File: config.mk
export PLATFORM = sky130hd
export DESIGN_NAME = dmem_arbiter
export DESIGN_NICKNAME = d
export VERILOG_FILES = /design/src/rtl/dmem_pkg.sv /design/src/rtl/dmem_arb_pick.sv /design/src/rtl/dmem_arbiter.sv
export SDC_FILE = /design/constraint.sdc
export NUM_CORES = 1
export LEC_CHECK = 0
export CAP_MARGIN = 10
export CORE_ASPECT_RATIO = 1.5
export CORE_MARGIN = 2
export CORE_UTILIZATION = 33
export CTS_CLUSTER_SIZE = 30
export DETAILED_ROUTE_END_ITERATION = 6
export GPL_ROUTABILITY_DRIVEN = 0
export PLACE_DENSITY = 0.74
export SLEW_MARGIN = 30
export SYNTH_ARGS = -nofsm -noshare
export SYNTH_HDL_FRONTEND = slang
export SYNTH_SLANG_ARGS = --single-unit
File: constraint.sdc
create_clock -name clk_i -period 3.3 [get_ports clk_i]
set_clock_uncertainty 0.15 [all_clocks]
set_input_delay 0.99 -clock clk_i [delete_from_list [all_inputs] [get_ports clk_i]]
set_output_delay 0.99 -clock clk_i [all_outputs]
set_load 0.01 [all_outputs]
File: src/rtl/dmem_pkg.sv
// dmem_pkg: width encodings, sequencer states and the misalignment rule shared by the arbiter.
package dmem_pkg;

    localparam logic [1:0] WIDTH_BYTE = 2'b00;
    localparam logic [1:0] WIDTH_HALF = 2'b01;
    localparam logic [1:0] WIDTH_WORD = 2'b11;

    typedef enum logic [1:0] {
        IDLE,
        RD_WAIT,
        RESP
    } state_t;

    // Mirrors the memory's own screening so a bad access never reaches it.
    function automatic logic misaligned(input logic [1:0] width, input logic [1:0] lsb);
        return (width == WIDTH_HALF && lsb[0]) ||
               (width == WIDTH_WORD && lsb != 2'b00) ||
               (width != WIDTH_BYTE && width != WIDTH_HALF && width != WIDTH_WORD);
    endfunction

endpackage

File: src/rtl/dmem_arb_pick.sv
// dmem_arb_pick: two-way picker with one-hot grant; m0 fixed priority by default,
// round-robin when DMEM_ARB_RR_EN is defined.
module dmem_arb_pick (
    input  logic       clk_i,
    input  logic       rst_i,
    input  logic [1:0] req_i,
    output logic [1:0] gnt_o
);
`ifdef DMEM_ARB_RR_EN
    logic ptr;
    always_ff @(posedge clk_i) begin
        if (rst_i)
            ptr <= 1'b0;
        else if (|gnt_o)
            ptr <= gnt_o[0];
    end
    assign gnt_o = {req_i[1] & (ptr | ~req_i[0]), req_i[0] & ~(ptr & req_i[1])};
`else
    logic unused;
    assign unused = clk_i ^ rst_i;
    assign gnt_o = {req_i[1] & ~req_i[0], req_i[0]};
`endif
endmodule

File: src/rtl/dmem_arbiter.sv
// dmem_arbiter: two-port arbiter/sequencer in front of the byte-lane data memory.
// Define DMEM_ARB_RR_EN for round-robin arbitration instead of m0 fixed priority.
module dmem_arbiter
    import dmem_pkg::*;
#(
    parameter int ADDR_W = 16,
    parameter int DATA_W = 32
) (
    input  logic              clk_i,
    input  logic              rst_i,
    input  logic              m0_req_i,
    input  logic              m0_we_i,
    input  logic [1:0]        m0_width_i,
    input  logic              m0_sign_i,
    input  logic [ADDR_W-1:0] m0_adr_i,
    input  logic [DATA_W-1:0] m0_dat_i,
    output logic              m0_gnt_o,
    output logic              m0_rsp_valid_o,
    input  logic              m0_rsp_ready_i,
    output logic [DATA_W-1:0] m0_rsp_dat_o,
    output logic              m0_err_o,
    input  logic              m1_req_i,
    input  logic              m1_we_i,
    input  logic [1:0]        m1_width_i,
    input  logic              m1_sign_i,
    input  logic [ADDR_W-1:0] m1_adr_i,
    input  logic [DATA_W-1:0] m1_dat_i,
    output logic              m1_gnt_o,
    output logic              m1_rsp_valid_o,
    input  logic              m1_rsp_ready_i,
    output logic [DATA_W-1:0] m1_rsp_dat_o,
    output logic              m1_err_o,
    output logic              mem_wen_o,
    output logic [1:0]        mem_width_o,
    output logic              mem_sign_o,
    output logic [ADDR_W-1:0] mem_adr_o,
    output logic [DATA_W-1:0] mem_dat_o,
    input  logic [DATA_W-1:0] mem_dat_i
);
    state_t state, state_nx;
    logic [1:0] req, gnt, w_width, width_q, err_q;
    logic any, win, w_we, w_sign, w_mis, owner, sign_q, mis_q, ready;
    logic [ADDR_W-1:0] w_adr, adr_q;
    logic [DATA_W-1:0] w_dat;
    logic [1:0][DATA_W-1:0] rsp_dat_q;

    // Grants only from IDLE and never while reset is asserted.
    assign req = {m1_req_i, m0_req_i} & {2{state == IDLE && !rst_i}};

    dmem_arb_pick u_pick (
        .clk_i(clk_i),
        .rst_i(rst_i),
        .req_i(req),
        .gnt_o(gnt)
    );

    always_comb begin
        any = |gnt;
        win = gnt[1];
        w_we = win ? m1_we_i : m0_we_i;
        w_width = win ? m1_width_i : m0_width_i;
        w_sign = win ? m1_sign_i : m0_sign_i;
        w_adr = win ? m1_adr_i : m0_adr_i;
        w_dat = win ? m1_dat_i : m0_dat_i;
        w_mis = misaligned(w_width, w_adr[1:0]);
        ready = owner ? m1_rsp_ready_i : m0_rsp_ready_i;
        state_nx = state;
        case (state)
            IDLE:    state_nx = (any && !w_we) ? RD_WAIT : IDLE;
            RD_WAIT: state_nx = RESP;
            default: state_nx = ready ? IDLE : RESP;
        endcase
    end

    always_ff @(posedge clk_i) begin
        if (rst_i) begin
            state <= IDLE;
            owner <= 1'b0;
            adr_q <= '0;
            width_q <= '0;
            sign_q <= 1'b0;
            mis_q <= 1'b0;
            err_q <= '0;
            rsp_dat_q <= '0;
        end else begin
            state <= state_nx;
            if (any) begin
                owner <= win;
                adr_q <= w_adr;
                width_q <= w_width;
                sign_q <= w_sign;
                mis_q <= w_mis;
            end
            if (state == RD_WAIT) begin
                rsp_dat_q[owner] <= mis_q ? '0 : mem_dat_i;
                err_q[owner] <= mis_q;
            end
        end
    end

    assign m0_gnt_o = gnt[0];
    assign m1_gnt_o = gnt[1];
    assign m0_rsp_valid_o = state == RESP && !owner;
    assign m1_rsp_valid_o = state == RESP && owner;
    assign m0_rsp_dat_o = rsp_dat_q[0];
    assign m1_rsp_dat_o = rsp_dat_q[1];
    assign m0_err_o = (gnt[0] & m0_we_i & w_mis) | (m0_rsp_valid_o & err_q[0]);
    assign m1_err_o = (gnt[1] & m1_we_i & w_mis) | (m1_rsp_valid_o & err_q[1]);
    // Latched copies keep the read address stable through the BRAM latency.
    assign mem_wen_o = any & w_we & ~w_mis;
    assign mem_adr_o = any ? w_adr : adr_q;
    assign mem_width_o = any ? w_width : width_q;
    assign mem_sign_o = any ? w_sign : sign_q;
    assign mem_dat_o = any ? w_dat : '0;
endmodule

======== Word-level counts from Yosys, hierarchy flattened ========
Index checks and enable logic that the tools add are counted.
Widths: inputs -> output; s select.
operators by class
  reduce and logical (&&, ||, !) cells .... 18
  eq/ne operators ......................... 6
  muxes and demuxes ....................... 20
  magnitude comparators ................... 2
  bitwise logic cells ..................... 14
operators with widths
  cell                number
  $mux 32             4
  $bwmux 64           1
  $demux 32 s1        1
  $mux 16             2
  $and 1x1->1         9
  $logic_and 1x1->1   9
  $mux 1              6
  $mux 2              3
  $eq 2x1->1 const B  2
  $eq 2x2->1 const B  2
  $pmux 2 s2          1
  $reduce_bool 2->1   2
  $logic_not 1->1     3
  $and 2x2->2         1
  $bwmux 2            1
  $logic_not 2->1     1
  $logic_or 1x1->1    2
  $lt 1x2->1 const B  1
  $ne 2x1->1 const B  1
  $ne 2x2->1 const B  1
  $not 1->1           2
  $or 1x1->1          2
  $reduce_or 2->1     1
  $demux 1 s1         1
  $ge 1x1->1 const B  1
word-level totals
  logic and storage cells ................. 69
  output and inout port bits .............. 122
  bits of input ports ..................... 142
  flip-flop bits (word level) ............. 89

======== Depth between registers and ports, before layout ========
  word-level depth ........................ 12
  depth in mapped cells ................... 7
  gate-level depth less buffers ........... 5

======== Modules after synthesis ========
Synthesis repeated with hierarchy kept, for this count alone.
second synthesis, totals
  cells, all modules ...................... 511
  area, all modules ....................... 4082.7 um2
by module, submodules not included
  module         area each (um2)  cells an instance  instances  seq. area each (um2)
  dmem_arbiter   4061.4           509                1          1781.7
  dmem_arb_pick  21.3             2                  1          0.0

======== Worst setup path after synthesis ========
OpenSTA, ideal clock, no wires.
  kind .................................... input -> output
  start point ............................. in rst_i
  end point ............................... out mem_adr_o[10]
  path slack .............................. -184 ps
  path buffers ............................ 3
  required time ........................... 2160 ps
  stages .................................. 7
  arrival ................................. 2344 ps
  cell sequence ........................... buf_2 > or3_1 > buf_2 > or2_4 > buf_6 > a222oi_1 > inv_1
on the way
  word-level cells in the longest chain between the ends .. 7
  elaborated cells between the ends (all ways) .. 8
  classes of those cells .................. 2 x mux; 3 x bitwise; 3 x reduce/logical
RTL lines
  what                                        line                                    text
  start: declaration                          dmem_arbiter.sv:10                      input logic rst_i,
  $logic_not 1->1 (*)                         dmem_arbiter.sv:48                      assign req = {m1_req_i, m0_req_i} & {2{state == IDLE && !rst_i}};
  $logic_and 1x1->1 (*)                       dmem_arbiter.sv:48
  $and 2x2->2 (*)                             dmem_arbiter.sv:48
  $not 1->1                                   dmem_arb_pick.sv:21                     assign gnt_o = {req_i[1] & ~req_i[0], req_i[0]};
  $and 1x1->1                                 dmem_arb_pick.sv:21
  $mux 16 or $reduce_or 2->1 (tied branches)  dmem_arbiter.sv:63, dmem_arbiter.sv:58
  $mux 16 (*)                                 -
  end: declaration                            dmem_arbiter.sv:36                      output logic [ADDR_W-1:0] mem_adr_o,
Mark *: on every way between the ends. The rest lies on a longest branch, timed or not.

======== Worst setup path after layout ========
  start point ............................. in rst_i
  end point ............................... out mem_adr_o[11]
Same word-level chain as after synthesis.

==> results by group <==
Status
  – Status: complete, but fails checks
  – Violated checks: setup timing

Setup path
  – CP Cell Sequence: buf_8 -> or3_4 -> or2_4 -> buf_8 -> buf_6 -> a222oi_1 -> inv_1 -> buf_2
  – Depth of the most critical reg-to-reg path: 20
  – Crit. End Element: output port
  – Delay-heaviest family, CP: simple AND/OR/NAND/NOR gates
  – Most used cell, CP: buf_8
  – Crit path kind: input port to output port
  – CP arrival: 2560 ps
  – Startpoint types: input port
  – CP bufs+invs: 5
  – CP peak stage delay: 370 ps
  – Crit path max fanout: 8
  – Slowest cell on the critical path: or3_4
  – CP Depth: 8
  – Critical Path RT: 2160 ps

Die
  – Die ar.: 13300 µm²
  – Cell Rows: 49
  – Die width: 94.9 µm
  – DIE HEIGHT: 140 µm
  – Core area: 12000 µm²
  – Ports: 264
  – Starting Density: 34.0%

Yosys
  – Share of the synthesized area in the top cell type: 43.6%
  – Number of enable flip-flop cells after synthesis: 0
  – Synthesized net count: 704
  – Synth Area per Inst: 7.28 µm²
  – Commonest register cell after synthesis: dfxtp_1
  – Area leader, netlist: dfxtp_1
  – Mapped cell area: 4090 µm²
  – Post-synth cell types: 26
  – Synth Instances: 562
  – Post-synth ARST share: 0%
  – Yosys reg bits: 89
  – Yosys warns: 0
  – Ranking of synthesized cells by area: dfxtp_1 (44%), a21oi_1 (13%), nand2_1 (12%)
  – Post-synthesis sequential area ratio: 43.6%

Placed design
  – Placement Setup Slack: -852 ps
  – DP HPWL: 12400 µm
  – Buffers added on ports: 263

Clock tree
  – Worst-Skew Late Latency: 330 ps
  – CTS Hold Bufs: 0
  – Root buffer cell: clkbuf_16
  – Worst-path clk slew: 70 ps
  – Total CTS buffers: 9
  – CTS tree: done
  – H-tree levels: 3
  – Maximum clock path buffer count: 2
  – CTS Sinks: 89

Route
  – Vias post-DR: 5196
  – WL/cell: 16.9 µm
  – Initial DRC Count: 229
  – Total Wirelength: 17600 µm
  – ANT nets after route: 0
  – Drt drc: 0
  – Via density: 5.00
  – DR pass1 iterations: 5

Finish
  – Share of layout cells above drive strength 1: 23.8%
  – Fillers: 1025
  – Final net count: 1023
  – Most frequent cells in the layout: clkdlybuf4s50_1 (198), nand2_1 (133), a21oi_1 (98), dfxtp_1 (89), buf_4 (70)
  – ANT cells: 0
  – Area delta synth->final: 93.6%
  – Most common cell after layout, fill and taps aside: clkdlybuf4s50_1

GRT
  – First-pass GRT wire length: 25600 µm
  – GRT overflow: 0
  – Total global-route track usage: 24.5%
  – Largest net degree at the start of global routing: 71
  – Number of global-route vias before repair: 5274
  – Initial antenna violation count: 0

Timing
  – # setup viols final: 40
  – Final Max Tran Viols: 0
  – Hold Vio Cnt, Final: 0
  – Min Clock Period, post-route: 3700 ps
  – Final WS setup: -396 ps
  – Period utilization: 112%
  – Highest clock rate: 271 MHz
  – Max-Slew Margin vs Limit: 51.6%
  – RSZ-0062 raised after global routing: yes
  – Worst slew pin tran: 727 ps

Power
  – Total Power: 3.03 mW
  – P per Cell Area: 382 nW/µm²
  – Peak supply drop: 236 µV
  – Pleak: 3.31 nW

Flow run
  – MaxCap Viol Count: 0

Hold path
  – Worst Hold Depth: 2
  – Hold Crit Class: flop to flop
what timing repair did:
action,in CTS,in global routing
cloned,1,3
resized for setup,264,70
pin swaps,30,23
endpoints found under the setup margin,56,56
buffers inserted,38,19
metrics by stage:
| step | setup TNS [ps] | instance area [µm²] | hold slack, ps | utilization, % | cells |
|---|---|---|---|---|---|
| final | -7720 | 7920 | 304 | 65.9 | 1039 |
| after detailed placement | -38310 | 7010 | 295 | 58.3 | 963 |
| after global placement | -36790 | 7010 | 292 | 58.3 | 963 |
| after CTS | -6460 | 7510 | 305 | 62.5 | 1018 |
| after floorplan | -2340 | 4120 | 286 | - | 562 |
| after global routing | -9500 | 7920 | 323 | 65.9 | 1039 |
power breakdown:
part | switching, mW | internal, mW | total [mW]
Clock | 0.447 | 0.603 | 1.05
Combinational | 0.367 | 0.468 | 0.834
Sequential | 0.0260 | 1.12 | 1.14
Total | 0.839 | 2.19 | 3.03
sequential cells by signal, summed over array words and instances (netlist names):
| signal | count |
|---|---|
| owner | 1 |
| err_q | 2 |
| adr_q | 16 |
| width_q | 2 |
| state | 2 |
| mis_q | 1 |
| m0_rsp_dat_o | 32 |
| m1_rsp_dat_o | 32 |
| sign_q | 1 |
metal layers:
metal / vias up / wire [µm] / global-route usage, %
met2: 249 / 9650 / 46.1
li1: 2507 / - / -
met3: 44 / 1100 / 4.14
met4: 0 / 702 / 12.7
met5: - / 0 / 0
met1: 2396 / 6140 / 25.1
worst min-delay path, cell delays in order (launching register included):
cell	delay (ps)
dfxtp_1	310
nand2_1	50
a21oi_1	50
final timing paths:
path	to	startpoint	slack (ps)
hold reg to reg	m1_rsp_dat_o[17]	m1_rsp_dat_o[17]	300
hold / removal	m1_rsp_dat_o[17]	m1_rsp_dat_o[17]	300
setup / recovery	mem_adr_o[11]	rst_i	-400
setup reg to reg	adr_q[13]	state[0]	40
cell usage after synthesis (all sizes together), types with 3 or more instances:
cell type / number
a211oi: 5
a21oi: 105
a222oi: 15
and3: 32
buf: 9
clkbuf: 40
dfxtp: 89
inv: 19
mux2i: 6
nand2: 134
nand2b: 3
nor2: 57
nor2b: 34
or3: 3
cell families (layout without fill, tap and decap cells):
logic type             after synthesis  in the layout  share of synthesized area (%)
AO/OA/AOI/OAI                      130            130                           18.5
buffers and inverters               68            392                           6.79
flip-flops                          89             89                           43.6
multiplexers                         6              6                           1.47
AND/OR/NAND/NOR                    269            269                           29.7
final cells by class:
cell class	count	area (µm²)	share of cell area, %
clock buffers	9	225	2.84
clock inverters	7	86.3	1.09
repair buffers	357	3310	41.8
flip-flops and latches	89	1780	22.5
multi-input cells	405	2240	28.3
inverters	19	81.3	1.03
well taps	153	191	2.42
No activity file was read; power rests on OpenSTA's default activity.
